==> config.mk <==
export PLATFORM = sky130hd
export DESIGN_NAME = wrr_grant_collector_flat
export DESIGN_NICKNAME = d
export VERILOG_FILES = /design/src/rtl/wrr_grant_collector_pkg.sv /design/src/rtl/wrr_grant_collector_if.sv /design/src/rtl/wrr_grant_collector_fifo.sv /design/src/rtl/wrr_grant_collector.sv /design/src/flat_wrapper.sv
export SDC_FILE = /design/constraint.sdc
export NUM_CORES = 1
export LEC_CHECK = 0
export ABC_AREA = 1
export CORE_MARGIN = 3
export CORE_UTILIZATION = 50
export DETAILED_ROUTE_END_ITERATION = 6
export PLACE_DENSITY = 0.88
export SYNTH_ARGS = -nofsm -noshare
export SYNTH_HDL_FRONTEND = slang
export SYNTH_SLANG_ARGS = --single-unit
==> constraint.sdc <==
create_clock -name clk -period 6 [get_ports clk]
set_input_delay 0.6 -clock clk [delete_from_list [all_inputs] [get_ports clk]]
set_output_delay 0.6 -clock clk [all_outputs]
set_load 0.05 [all_outputs]
==> src/rtl/wrr_grant_collector_pkg.sv <==
// Shared constants, types and grant-integrity helpers for the WRR grant collector.
package wrr_pkg;

  localparam int N_REQ = 32;
  localparam int ID_W  = $clog2(N_REQ);

  typedef logic [ID_W-1:0] wrr_id_t;

  typedef enum logic {IDLE = 1'b0, ACK = 1'b1} wrr_col_state_e;

  // True when exactly one requester bit is set.
  function automatic logic f_is_onehot(input logic [N_REQ-1:0] v);
    int cnt;
    cnt = 0;
    for (int i = 0; i < N_REQ; i++) begin
      cnt += int'(v[i]);
    end
    return (cnt == 1);
  endfunction

  // Encoded index of the set bit; only meaningful for one-hot input.
  function automatic wrr_id_t f_index(input logic [N_REQ-1:0] v);
    wrr_id_t idx;
    idx = '0;
    for (int i = 0; i < N_REQ; i++) begin
      if (v[i]) begin
        idx = wrr_id_t'(i);
      end
    end
    return idx;
  endfunction

endpackage

==> src/rtl/wrr_grant_collector_if.sv <==
// Grant/ack handshake from the arbiter plus the valid/ready drain to the consumer.
interface wrr_grant_collector_if;
  import wrr_pkg::*;

  logic [N_REQ-1:0] gnt_w;
  wrr_id_t          gnt_id;
  logic             ack;
  logic             out_valid;
  logic             out_ready;
  wrr_id_t          out_id;

  modport master (
    output gnt_w, gnt_id, out_ready,
    input  ack, out_valid, out_id
  );

  modport slave (
    input  gnt_w, gnt_id, out_ready,
    output ack, out_valid, out_id
  );

endinterface

==> src/rtl/wrr_grant_collector_fifo.sv <==
// First-word fall-through FIFO for accepted grant IDs; push while full is legal
// only when a pop happens in the same cycle.
module wrr_grant_fifo
  import wrr_pkg::*;
#(
  parameter int  DEPTH = 4,
  parameter type T     = wrr_id_t,
  localparam int LW    = $clog2(DEPTH) + 1
) (
  input  logic          clk,
  input  logic          rst_n,
  input  logic          i_push,
  input  T              i_push_data,
  input  logic          i_pop,
  output T              o_head,
  output logic [LW-1:0] o_level,
  output logic          o_full,
  output logic          o_empty
);

  localparam int AW = $clog2(DEPTH);

  T              r_mem [DEPTH];
  logic [AW-1:0] r_wr_ptr;
  logic [AW-1:0] r_rd_ptr;
  logic [LW-1:0] r_level;
  logic          w_push;
  logic          w_pop;
  logic          w_full;

  assign w_pop  = i_pop && (r_level != '0);
  assign w_full = (r_level == LW'(DEPTH));
  assign w_push = i_push && (!w_full || w_pop);

  // Storage, pointers and occupancy; memory is cleared so the head reads 0 after reset.
  always_ff @(posedge clk or negedge rst_n) begin
    if (!rst_n) begin
      for (int i = 0; i < DEPTH; i++) begin
        r_mem[i] <= '0;
      end
      r_wr_ptr <= '0;
      r_rd_ptr <= '0;
      r_level  <= '0;
    end else begin
      if (w_push) begin
        r_mem[r_wr_ptr] <= i_push_data;
        r_wr_ptr        <= r_wr_ptr + 1'b1;
      end
      if (w_pop) begin
        r_rd_ptr <= r_rd_ptr + 1'b1;
      end
      case ({w_push, w_pop})
        2'b10:   r_level <= r_level + 1'b1;
        2'b01:   r_level <= r_level - 1'b1;
        default: r_level <= r_level;
      endcase
    end
  end

  assign o_head  = r_mem[r_rd_ptr];
  assign o_level = r_level;
  assign o_full  = w_full;
  assign o_empty = (r_level == '0);

endmodule

==> src/rtl/wrr_grant_collector.sv <==
// Acknowledges arbiter grants, checks their integrity, counts good ones and
// queues their IDs for the downstream consumer.
module wrr_grant_collector
  import wrr_pkg::*;
#(
  parameter int DEPTH = 4,
  parameter int CNT_W = 16
) (
  input  logic                     clk,
  input  logic                     rst_n,
  wrr_grant_collector_if.slave     bus,
  output logic [$clog2(DEPTH):0]   o_fifo_level,
  output logic [CNT_W-1:0]         o_grant_cnt,
  output logic                     o_err_onehot,
  output logic                     o_err_id_mis
);

  localparam int LW = $clog2(DEPTH) + 1;

  wrr_col_state_e r_state;
  logic           r_ack;
  logic [CNT_W-1:0] r_grant_cnt;
  logic           r_err_onehot;
  logic           r_err_id_mis;

  logic           w_offer;
  logic           w_onehot;
  logic           w_id_ok;
  logic           w_pop;
  logic           w_accept;
  logic           w_capture;
  logic           w_push;
  logic           w_full;
  logic           w_empty;
  wrr_id_t        w_head;
  logic [LW-1:0]  w_level;

  assign w_offer   = (bus.gnt_w != '0);
  assign w_onehot  = f_is_onehot(bus.gnt_w);
  assign w_id_ok   = w_onehot && (f_index(bus.gnt_w) == bus.gnt_id);
  // A pop in the same cycle frees the slot, so a full FIFO can still accept.
  assign w_pop     = !w_empty && bus.out_ready;
  assign w_accept  = !w_full || w_pop;
  assign w_capture = (r_state == IDLE) && w_offer && w_accept;
  assign w_push    = w_capture && w_id_ok;

  wrr_grant_fifo #(
    .DEPTH (DEPTH),
    .T     (wrr_id_t)
  ) u_fifo (
    .clk         (clk),
    .rst_n       (rst_n),
    .i_push      (w_push),
    .i_push_data (bus.gnt_id),
    .i_pop       (w_pop),
    .o_head      (w_head),
    .o_level     (w_level),
    .o_full      (w_full),
    .o_empty     (w_empty)
  );

  // Capture/ack FSM with registered ack, grant counter and sticky integrity flags.
  always_ff @(posedge clk or negedge rst_n) begin
    if (!rst_n) begin
      r_state      <= IDLE;
      r_ack        <= 1'b0;
      r_grant_cnt  <= '0;
      r_err_onehot <= 1'b0;
      r_err_id_mis <= 1'b0;
    end else begin
      case (r_state)
        IDLE: begin
          if (w_capture) begin
            r_state <= ACK;
            r_ack   <= 1'b1;
            if (w_id_ok) begin
              r_grant_cnt <= r_grant_cnt + 1'b1;
            end else if (!w_onehot) begin
              r_err_onehot <= 1'b1;
            end else begin
              r_err_id_mis <= 1'b1;
            end
          end else begin
            r_state <= IDLE;
            r_ack   <= 1'b0;
          end
        end
        ACK: begin
          r_state <= IDLE;
          r_ack   <= 1'b0;
        end
        default: begin
          r_state <= IDLE;
          r_ack   <= 1'b0;
        end
      endcase
    end
  end

  assign bus.ack       = r_ack;
  assign bus.out_valid = !w_empty;
  assign bus.out_id    = w_head;
  assign o_fifo_level  = w_level;
  assign o_grant_cnt   = r_grant_cnt;
  assign o_err_onehot  = r_err_onehot;
  assign o_err_id_mis  = r_err_id_mis;

endmodule

==> src/flat_wrapper.sv <==
// flat-port wrapper written by rule: the top's interface ports become plain ports
module wrr_grant_collector_flat import wrr_pkg::*;
#(
  parameter int DEPTH = 4,
  parameter int CNT_W = 16
)
  (clk, rst_n, o_fifo_level, o_grant_cnt, o_err_onehot, o_err_id_mis, bus_gnt_w, bus_gnt_id, bus_out_ready, bus_ack, bus_out_valid, bus_out_id);
  wrr_grant_collector_if bus_i ();
  input  logic clk;
  input  logic rst_n;
  output logic [$clog2(DEPTH):0] o_fifo_level;
  output logic [CNT_W-1:0] o_grant_cnt;
  output logic o_err_onehot;
  output logic o_err_id_mis;
  input wire logic [$bits(bus_i.gnt_w)-1:0] bus_gnt_w;
  input wire logic [$bits(bus_i.gnt_id)-1:0] bus_gnt_id;
  input wire logic [$bits(bus_i.out_ready)-1:0] bus_out_ready;
  output wire logic [$bits(bus_i.ack)-1:0] bus_ack;
  output wire logic [$bits(bus_i.out_valid)-1:0] bus_out_valid;
  output wire logic [$bits(bus_i.out_id)-1:0] bus_out_id;
  assign bus_i.gnt_w = bus_gnt_w;
  assign bus_i.gnt_id = bus_gnt_id;
  assign bus_i.out_ready = bus_out_ready;
  assign bus_ack = bus_i.ack;
  assign bus_out_valid = bus_i.out_valid;
  assign bus_out_id = bus_i.out_id;
  wrr_grant_collector #(.DEPTH(DEPTH), .CNT_W(CNT_W)) u_core (.clk(clk), .rst_n(rst_n), .bus(bus_i), .o_fifo_level(o_fifo_level), .o_grant_cnt(o_grant_cnt), .o_err_onehot(o_err_onehot), .o_err_id_mis(o_err_id_mis));
endmodule
; Yosys cells after proc, flatten, opt, wreduce, memory -nomap -nowiden
; Index checks and enable logic that the tools add are counted.
[totals]
wordCells = 119
regBits = 46
in_bits = 40
[classes]
n_bitwise = 5
n_eq_ne = 5
n_reduce_logical = 19
order_cmp = 3
n_addsub = 36
mux = 40
[ops]
columns = cell, n
row1 = 32-bit by 2-bit adder with 32-bit output, 30
row2 = 5-bit two-way mux, 19
row3 = 32-bit by 2-bit == test with 1-bit output (second input constant), 1
row4 = 4-bit two-way mux, 8
row5 = 32-bit nonzero test, 1
row6 = 20-bit bitwise mux, 1
row7 = 16-bit by 1-bit adder with 16-bit output (second input constant), 1
row8 = 3-bit two-way mux, 4
row9 = 5-bit binary-select mux with 2-bit select, 1
row10 = 5-bit demux with 2-bit select, 1
row11 = 1-bit logical AND, 8
row12 = 4-bit AND reduction, 2
row13 = 3-bit >= comparator (second input constant), 2
row14 = 2-bit inverter with 3-bit output, 2
row15 = 3-bit one-hot mux with 2 select lines, 1
row16 = 5-bit == test, 1
row17 = 2-bit by 1-bit adder with 2-bit output (second input constant), 2
row18 = 2-bit two-way mux, 2
row19 = 3-bit by 1-bit adder with 3-bit output (second input constant), 1
row20 = 3-bit == test (second input constant), 1
row21 = 3-bit zero test, 1
row22 = 3-bit by 1-bit < comparator with 1-bit output (second input constant), 1
row23 = 1-bit inverter, 3
row24 = 3-bit AND reduction, 1
row25 = 10 further kinds, 13

; Longest topological paths before layout
; Gate-level depths: netlist of run 1.
[logic_depth]
depth_word = 37
mapped_depth = 41

; Cells and area by module
; A second synthesis of run 1 with hierarchy kept.
[hier_totals]
hier_cells = 479
area_unflattened_um2 = 3767.4
[modules_own_cells]
columns = module, area_each_um2, seq_area_each_um2, cells_each, n_inst
row1 = wrr_grant_collector, 2363.5, 475.5, 315, 1
row2 = wrr_grant_fifo, 1403.8, 675.6, 164, 1

; Worst setup path after synthesis of run 1
; No wires, ideal clock.
[synth_timing]
path_type = input port to flip-flop
startpoint = input port bus_gnt_w[0]
endpoint = register u_core.u_fifo.r_level[1], in the netlist u_core.u_fifo.o_level[1]
required_ns = 5.917
setup_slack_ns = -1.021
cell_stages = 26
path_buffers = 1
arrival_time_ns = 6.939
cell_sequence = inv_1 ha_1 inv_1 fa_1 inv_1 fa_1 fa_1 fa_1 fa_1 inv_1 fa_1 fa_1 or4_1 a2111oi_2 nand2_1 a21oi_1 o211ai_1 nor4_1 nand2_1 nor2_2 nand2_2 buf_2 ha_1 inv_1 fa_1 o21ai_0
[synth_via]
elab_chain_cells = 37
word_cells_on_any_way = 42
[synth_rtl]
columns = element, line
row1 = from (decl), flat_wrapper.sv:15  ; input wire logic [$bits(bus_i.gnt_w)-1:0] bus_gnt_w;
row2 = 1-bit by 1-bit adder with 2-bit output, wrr_grant_collector_pkg.sv:16  ; cnt += int'(v[i]);
row3 = 32-bit by 2-bit adder with 32-bit output (30 in series), wrr_grant_collector_pkg.sv:16
row4 = 32-bit by 2-bit == test with 1-bit output, wrr_grant_collector_pkg.sv:18  ; return (cnt == 1);
row5 = 1-bit logical AND, wrr_grant_collector.sv:40  ; assign w_id_ok = w_onehot && (f_index(bus.gnt_w) == bus.gnt_id);
row6 = 1-bit logical AND *, wrr_grant_collector.sv:45  ; assign w_push = w_capture && w_id_ok;
row7 = 1-bit logical AND *, wrr_grant_collector_fifo.sv:33  ; assign w_push = i_push && (!w_full || w_pop);
row8 = 2-bit by 1-bit == test with 1-bit output / 2-bit == test (equally long branches), wrr_grant_collector_fifo.sv:52  ; case ({w_push, w_pop})
row9 = 3-bit one-hot mux with 2 select lines / 2-bit nonzero test (equally long branches), --
row10 = to (signal assigned), wrr_grant_collector_fifo.sv:53  ; 2'b10: r_level <= r_level + 1'b1;
row11 = to (signal assigned), wrr_grant_collector_fifo.sv:54  ; 2'b01: r_level <= r_level - 1'b1;
row12 = to (signal assigned), wrr_grant_collector_fifo.sv:55  ; default: r_level <= r_level;
row13 = to (decl), wrr_grant_collector_fifo.sv:26  ; logic [LW-1:0] r_level;
; Every way passes the cells marked *; elsewhere a longest branch is shown, timed or not.
; A chain may end at the register's enable or synchronous reset.

; Final worst setup path of run 1
[layout_timing]
startpoint = input port bus_gnt_w[1]
endpoint = register u_core.u_fifo.r_level[1], in the netlist u_core.u_fifo.o_level[1]
[layout_via]
elab_chain_cells = 37
word_cells_on_any_way = 74
[layout_rtl]
columns = element, line
row1 = 1-bit by 1-bit adder with 2-bit output / 1-bit two-way mux (equally long branches), "wrr_grant_collector_pkg.sv:16, wrr_grant_collector_pkg.sv:26"
row2 = 32-bit by 2-bit adder with 32-bit output / 2-bit two-way mux (equally long branches) (2 in series), "wrr_grant_collector_pkg.sv:16, wrr_grant_collector_pkg.sv:26"
row3 = 32-bit by 2-bit adder with 32-bit output / 3-bit two-way mux (equally long branches) (4 in series), "wrr_grant_collector_pkg.sv:16, wrr_grant_collector_pkg.sv:26"
row4 = 32-bit by 2-bit adder with 32-bit output / 4-bit two-way mux (equally long branches) (8 in series), "wrr_grant_collector_pkg.sv:16, wrr_grant_collector_pkg.sv:26"
row5 = 32-bit by 2-bit adder with 32-bit output / 5-bit two-way mux (equally long branches) (16 in series), "wrr_grant_collector_pkg.sv:16, wrr_grant_collector_pkg.sv:26"
row6 = 32-bit by 2-bit == test with 1-bit output / 5-bit == test (equally long branches), "wrr_grant_collector_pkg.sv:18, wrr_grant_collector.sv:40"
row7 = 1-bit logical AND, wrr_grant_collector.sv:40
row8 = 1-bit logical AND *, wrr_grant_collector.sv:45
row9 = 1-bit logical AND *, wrr_grant_collector_fifo.sv:33
row10 = 2-bit by 1-bit == test with 1-bit output / 2-bit == test (equally long branches), wrr_grant_collector_fifo.sv:52
row11 = 3-bit one-hot mux with 2 select lines / 2-bit nonzero test (equally long branches), --
; Marked as above.

==> results.txt, run 1 <==
----------------------------------------------------
[CTS]
  Cts bufs inserted ... 5
  Library cell used as clock root buffer ... clkbuf_8
  Clk sink count ... 46
  # H-tree levels ... 2
  TritonCTS clock tree ... built
  Clock transition at the register clock pins on the worst setup and hold paths after CTS ... 0.09 ns
  Number of hold buffers added after cts ... 0
  Clock tree buffer depth ... 2
  Worst-skew pair later-pin latency ... 0.30 ns

[Power and ir drop]
  Sum of internal, switching and leakage power ... 2.24 mW
  Proportion of power drawn by flip-flops and latches ... 0.185
  Share of total power in the clock network ... 0.088
  Relative contribution of combinational cells to total power ... 0.727
  PD cells ... 439 nW/µm²
  Leak Pwr ... 2.52 nW
  Switching component of the power ... 1.07 mW
  Internal power of the cells ... 1.17 mW
  Maximum vdd drop ... 0.256 mV
  Switching Fraction ... 0.477

[Logic synthesis]
  Number of library cell types mapped by synthesis ... 33
  Flip-flop and latch count after synthesis ... 46
  Netlist area before placement ... 3590 µm²
  Synthesized area per cell ... 7.83 µm²
  Net Count, Synth ... 539
  Register area share after synthesis ... 0.320
  Number of instances in the synthesized netlist ... 459
  Synthesis Warnings ... 0

[Routing]
  Total detailed-routing wirelength ... 11500 µm
  Routed length per instance ... 17.1 µm
  Total via count in the routed design ... 3767
  First-pass iteration count of the detailed router ... 5
  Post-route antenna net violation count ... 0
  Detailed-route vias per instance ... 5.61
  Count of unresolved DRC violations after routing ... 0
  Starting DRC count in detailed routing ... 307

[Final layout]
  Layout overhead on the synthesized area ... 42.2%
  Layout filler cell count ... 453
  Post-route cell area ... 5110 µm²
  Share of cells above drive strength 1 ... 0.195
  Number of diodes added for antenna fixing ... 0
  Total area of sequential cells ... 1150 µm²
  Fraction of the core area covered by cells at the end of the flow ... 0.744
  Final nets ... 654
  Multi-input logic area ... 2200 µm²

[Worst setup path]
  Data arrival at the endpoint of the critical path ... 7.02 ns
  Crit-path max FO ... 3
  Data required time at the worst endpoint ... 6.23 ns
  CP Capture Type ... flop
  Highest cell delay on the worst timing path ... 0.56 ns
  WS Path Type ... in -> reg
  Critical Path Most Common Cell ... fa_1
  Critical path's slowest cell ... fa_1
  Worst Setup Start Kind ... primary input

[Placement]
  Routability congestion estimate from global placement ... 0.891
  Number of buffer cells added on primary ports ... 67
  Post-detailed-placement cell area ... 4590 µm²
  Placed wire-length estimate after detailed placement ... 6940 µm

[Global routing]
  Maximum number of pins on one net before global-route repair ... 47
  Combined global-route utilization of all metal layers ... 0.243
  Via count of the first global-routing pass ... 3536
  Global-route wire length before repair ... 16300 µm
  Antenna violations before repair ... 0
  Total congestion overflow after global routing ... 0

[Flow run]
  Max Cap Viol ... 0

[Floorplanning]
  Number of rows in the core area ... 30
  I/O pin count ... 68
  Die Wd ... 90.8 µm
  Starting density of the core ... 0.523
  Die Y ... 90.8 µm
  Area of the die ... 8240 µm²
  Area of the placeable core ... 6870 µm²

[STA]
  Final worst path period need ... 6.79 ns
  Setup-failing EPs final ... 43
  RSZ-0062 raised after global routing ... yes
  PnR worst setup slack ... -0.790 ns
  Hold slack final ... 0.463 ns
  Setup TNS Final ... -25.08 ns
  Pin slew with the least headroom to its limit ... 1.02 ns
  Total count of max-transition violations in the final report ... 0
  Final setup skew ... 0.00659 ns
  Top achievable clock speed ... 0.147 GHz
  Worst max-slew margin expressed relative to the limit ... 0.317
  Final critical-path share of the clock period ... 1.13
  Final number of hold-violating endpoints ... 0

[Worst hold path]
  Worst hold path class ... reg -> reg

[Outcome]
  Violations in the final reports ... negative setup slack
  Status ... complete, but fails checks

----------------------------------------------------
==> Yosys cell counts, drive strengths merged <==
cell type | count | share of area
fa | 25 | 0.14
a2111oi | 1 | 0.0042
ha | 15 | 0.052
a21boi | 1 | 0.0021
clkinv | 1 | 0.0010
o22ai | 5 | 0.0087
nand4 | 25 | 0.044
o21ai | 16 | 0.022
nor4 | 8 | 0.014
nand2 | 134 | 0.14
o211ai | 2 | 0.0042
inv | 77 | 0.080
nor3 | 3 | 0.0042
xnor2 | 10 | 0.024
clkbuf | 6 | 0.0063
dfrtp | 46 | 0.32
xor2 | 10 | 0.024
nand3 | 31 | 0.049
nor2 | 26 | 0.028
nand3b | 2 | 0.0042
o21bai | 1 | 0.0021
a21oi | 4 | 0.0056
o311ai | 1 | 0.0024
buf | 7 | 0.013
or4 | 1 | 0.0021
a21o | 1 | 0.0021
==> critical path, delay by kind of cell <==
family | cells | cell delay (ns)
fa+ha+maj | 11 | 4.62
compound gates | 4 | 0.75
simple gates | 5 | 0.68
buf+inv | 7 | 0.40
==> path summary, 6_finish.rpt <==
| check | startpoint | to | slack [ns] | depth (start not counted) |
|---|---|---|---|---|
| min reg2reg | u_core.o_err_onehot | u_core.o_err_onehot | 0.46 | 1 |
| max in group asynchronous | rst_n | u_core.u_fifo.r_mem[16] | 4.90 | 1 |
| min | u_core.o_err_onehot | u_core.o_err_onehot | 0.46 | 1 |
| min in group asynchronous | rst_n | u_core.u_fifo.r_mem[9] | 0.47 | 1 |
| max reg2reg | u_core.u_fifo.o_level[0] | u_core.u_fifo.o_level[2] | 3.67 | 8 |
| max | bus_gnt_w[1] | u_core.u_fifo.o_level[1] | -0.79 | 27 |
==> layer usage <==
layer  track usage  part of all wire
met1         0.300              0.38
met2         0.427              0.50
met3        0.0500             0.081
met4        0.0716             0.041
met5             0                 0
==> through the flow <==
| stage | setup slack [ns] | std cells |
|---|---|---|
| 2_1_floorplan | -0.915 | 459 |
| 3_3_place_gp | -1.45 | 637 |
| 3_5_place_dp | -1.62 | 637 |
| 4_1_cts | -0.731 | 660 |
| 5_1_grt | -1.04 | 671 |
| 6_report | -0.790 | 671 |
==> sequential cells by signal (all words and copies together) (netlist names) <==
register	count
u_core.o_err_id_mis	1
u_core.o_err_onehot	1
u_core.o_grant_cnt	16
u_core.r_state	1
u_core.u_fifo.o_level	3
u_core.u_fifo.r_rd_ptr	2
u_core.u_fifo.r_mem	20
u_core.u_fifo.r_wr_ptr	2
==> layout make-up <==
class / count / area share
flip-flops and latches: 46 / 0.225
inverters: 78 / 0.0602
clock buffers: 7 / 0.0169
repair buffers: 121 / 0.242
multi-input cells: 322 / 0.431
well taps: 96 / 0.0235
clock inverters: 1 / 0.000979
==> power by group through the flow <==
stage	logic, mW	clock network, mW	registers (mW)
2_1_floorplan	0.694	0	0.467
3_3_place_gp	1.09	0	0.411
3_5_place_dp	1.17	0	0.413
4_1_cts	1.44	0.194	0.407
5_1_grt	1.76	0.215	0.421
6_report	1.63	0.197	0.415
==> cells by family (layout without fill, tap and decap cells) <==
group,count (synthesis),in the layout,share of synthesized area
adder cells (fa/ha/maj),40,40,0.192
XOR/XNOR,20,20,0.0487
AO/OA/AOI/OAI,32,32,0.0536
AND/OR/NAND/NOR,230,230,0.285
flip-flops,46,46,0.320
buffers and inverters,91,207,0.101
==> timing repair <==
action	in CTS	in global routing
gates cloned	1	6
endpoints found under the setup margin	42	43
endpoints found under the hold margin	0	0
pin swaps	25	11
gates resized for setup	74	25
buffers inserted	14	6
==> placed cells by master (no fill, tap or decap), types with 22 or more instances in the layout <==
| cell | Yosys | final |
|---|---|---|
| nand2_1 | 133 | 127 |
| clkdlybuf4s50_1 | 0 | 50 |
| nor2_1 | 25 | 25 |
| nand3_1 | 27 | 27 |
| fa_1 | 25 | 22 |
| inv_1 | 70 | 61 |
| dfrtp_1 | 46 | 46 |
| nand4_1 | 25 | 25 |
| buf_4 | 0 | 31 |
Power figures use the tool's default switching activity.
==> inputs of run 2 (changes only) <==
Settings changed: DONT_BUFFER_PORTS set to 1, MAX_ROUTING_LAYER set to met4, PLACE_DENSITY 0.88 to 0.76.
==> run 2 against run 1 <==
  * The run still ends with negative setup slack left
  * Worst setup slack better by 0.14 ns
  * Sequential power is 19% higher
  * Via count is 17% lower
  * Total power is 18% lower
==> results.txt, run 2 (synthesis gave the netlist of run 1 again) <==
----------------------------------------------------
[CTS]
  Clock tree buffer depth ... 2
  Cts bufs inserted ... 5
  Clock transition at the register clock pins on the worst setup and hold paths after CTS ... 0.09 ns
  # H-tree levels ... 2
  TritonCTS clock tree ... built
  Clk sink count ... 46
  Worst-skew pair later-pin latency ... 0.31 ns
  Library cell used as clock root buffer ... clkbuf_8

[Routing]
  First-pass iteration count of the detailed router ... 4
  Total detailed-routing wirelength ... 9030 µm
  Total via count in the routed design ... 3111
  Post-route antenna net violation count ... 0
  Routed length per instance ... 15.5 µm
  Starting DRC count in detailed routing ... 163
  Count of unresolved DRC violations after routing ... 0
  Detailed-route vias per instance ... 5.34

[STA]
  PnR worst setup slack ... -0.650 ns
  Final setup skew ... 0.0103 ns
  Final critical-path share of the clock period ... 1.11
  Top achievable clock speed ... 0.150 GHz
  Final number of hold-violating endpoints ... 0
  Final worst path period need ... 6.65 ns
  Pin slew with the least headroom to its limit ... 1.11 ns
  RSZ-0062 raised after global routing ... yes
  Setup-failing EPs final ... 43
  Worst max-slew margin expressed relative to the limit ... 0.269
  Total count of max-transition violations in the final report ... 0

[Global routing]
  Maximum number of pins on one net before global-route repair ... 47
  Via count of the first global-routing pass ... 3073
  Antenna violations before repair ... 0
  Combined global-route utilization of all metal layers ... 0.226
  Total congestion overflow after global routing ... 0
  Global-route wire length before repair ... 14700 µm

[Final layout]
  Number of diodes added for antenna fixing ... 0
  Flip-flop count of the largest register, all copies and words added ... 20
  Final nets ... 567
  Layout filler cell count ... 611
  Count of placed standard cells in the final layout, fillers left out ... 583
  Total area of sequential cells ... 1150 µm²
  Most common cell after layout, fill and taps aside ... nand2_1
  Layout overhead on the synthesized area ... 20.2%
  Share of cells above drive strength 1 ... 0.166
  Most used cells in the layout excluding fill and tap cells ... nand2_1 (120), inv_1 (64), dfrtp_1 (46)
  Register ranked first by flip-flop count ... u_core.u_fifo.r_mem
  Multi-input logic area ... 2220 µm²
  Post-route cell area ... 4320 µm²

[Worst hold path]
  Worst hold path class ... in -> async

[Floorplanning]
  I/O pin count ... 68
  Number of rows in the core area ... 30
  Area of the die ... 8240 µm²
  Area of the placeable core ... 6870 µm²
  Die Wd ... 90.8 µm
  Die Y ... 90.8 µm
  Starting density of the core ... 0.523

[Worst setup path]
  Worst Setup Start Kind ... primary input
  Data arrival at the endpoint of the critical path ... 6.88 ns
  WS Path Type ... in -> reg
  Data required time at the worst endpoint ... 6.23 ns
  Crit-path max FO ... 3
  CP Capture Type ... flop

[Power and ir drop]
  Leak Pwr ... 2.14 nW
  PD cells ... 426 nW/µm²
  Maximum vdd drop ... 0.236 mV

[Placement]
  Number of cells in the design after placement ... 553
  Routability congestion estimate from global placement ... 0.845
  Post-detailed-placement cell area ... 3790 µm²
  Placed wire-length estimate after detailed placement ... 6270 µm
  Number of buffer cells added on primary ports ... 0

[Flow run]
  Max Cap Viol ... 0

[Outcome]
  Violations in the final reports ... negative setup slack
  Status ... complete, but fails checks

----------------------------------------------------
-- run 2: what timing repair did --
| action | in CTS | in global routing |
|---|---|---|
| gates resized for setup | 15 | 25 |
| hold buffers | 1 | 0 |
| setup buffers | 14 | 6 |
| cloned | 3 | 2 |
| pin swaps | 0 | 10 |
| setup endpoints to repair | 42 | 43 |
| hold endpoints to repair | 46 | 0 |
-- run 2: layout make-up --
cell class,instances,area share
multi-input combinational,322,0.514
sequential,46,0.267
timing repair buffer,34,0.101
inverter,78,0.0724
tap,96,0.0278
clock buffer,7,0.0177
-- run 2: per-layer routing --
layer | share of wire | track usage
met4 | 0.015 | 0.0653
met3 | 0.049 | 0.0475
met2 | 0.50 | 0.361
met1 | 0.44 | 0.292
met5 | 0 | -
-- run 2: per-stage QoR --
step           power [mW]  worst slack [ns]  hold slack (ns)  setup TNS, ns  utilization
2_1_floorplan        1.16            -0.915            0.304         -14.28            -
5_1_grt              2.01            -0.860            0.129         -28.54        0.629
3_3_place_gp         1.39            -0.851            0.305         -28.09        0.552
3_5_place_dp         1.43             -1.09            0.305         -36.99        0.552
6_report             1.84            -0.650            0.117         -19.71        0.629
4_1_cts              1.82            -0.678            0.134         -18.50        0.606
-- run 2: final timing paths --
kind	depth (start not counted)	from	slack (ns)	to
setup / recovery	25	bus_gnt_w[1]	-0.65	u_core.u_fifo.o_level[1]
hold reg to reg	2	u_core.u_fifo.r_mem[11]	0.48	u_core.u_fifo.r_mem[11]
hold / removal	1	rst_n	0.12	u_core.u_fifo.r_mem[19]
max in group asynchronous	1	rst_n	5.65	u_core.o_grant_cnt[8]
setup reg to reg	8	u_core.u_fifo.o_level[0]	3.39	u_core.u_fifo.o_level[2]
min in group clk	2	bus_gnt_id[4]	0.43	u_core.u_fifo.r_mem[4]
-- run 2: power breakdown --
group	switching, mW	internal (mW)
Clock	0.102	0.0804
Sequential	0.136	0.355
Combinational	0.651	0.516
Total	0.889	0.952
-- run 2: critical path, cell delays in order --
cell and delay, ns:
inv_12 0.01, ha_4 0.24, inv_2 0.03, fa_1 0.48
inv_2 0.04, fa_1 0.48, fa_1 0.57, fa_1 0.45
fa_1 0.54, inv_1 0.06, fa_1 0.49, fa_1 0.41
or4_4 0.55, a2111oi_4 0.23, nand2_1 0.13, a21oi_2 0.13
o211ai_1 0.09, nor4_1 0.19, nand2_1 0.14, nor2_4 0.14
nand2_4 0.07, ha_4 0.17, inv_4 0.05, fa_2 0.42
o21ai_1 0.14
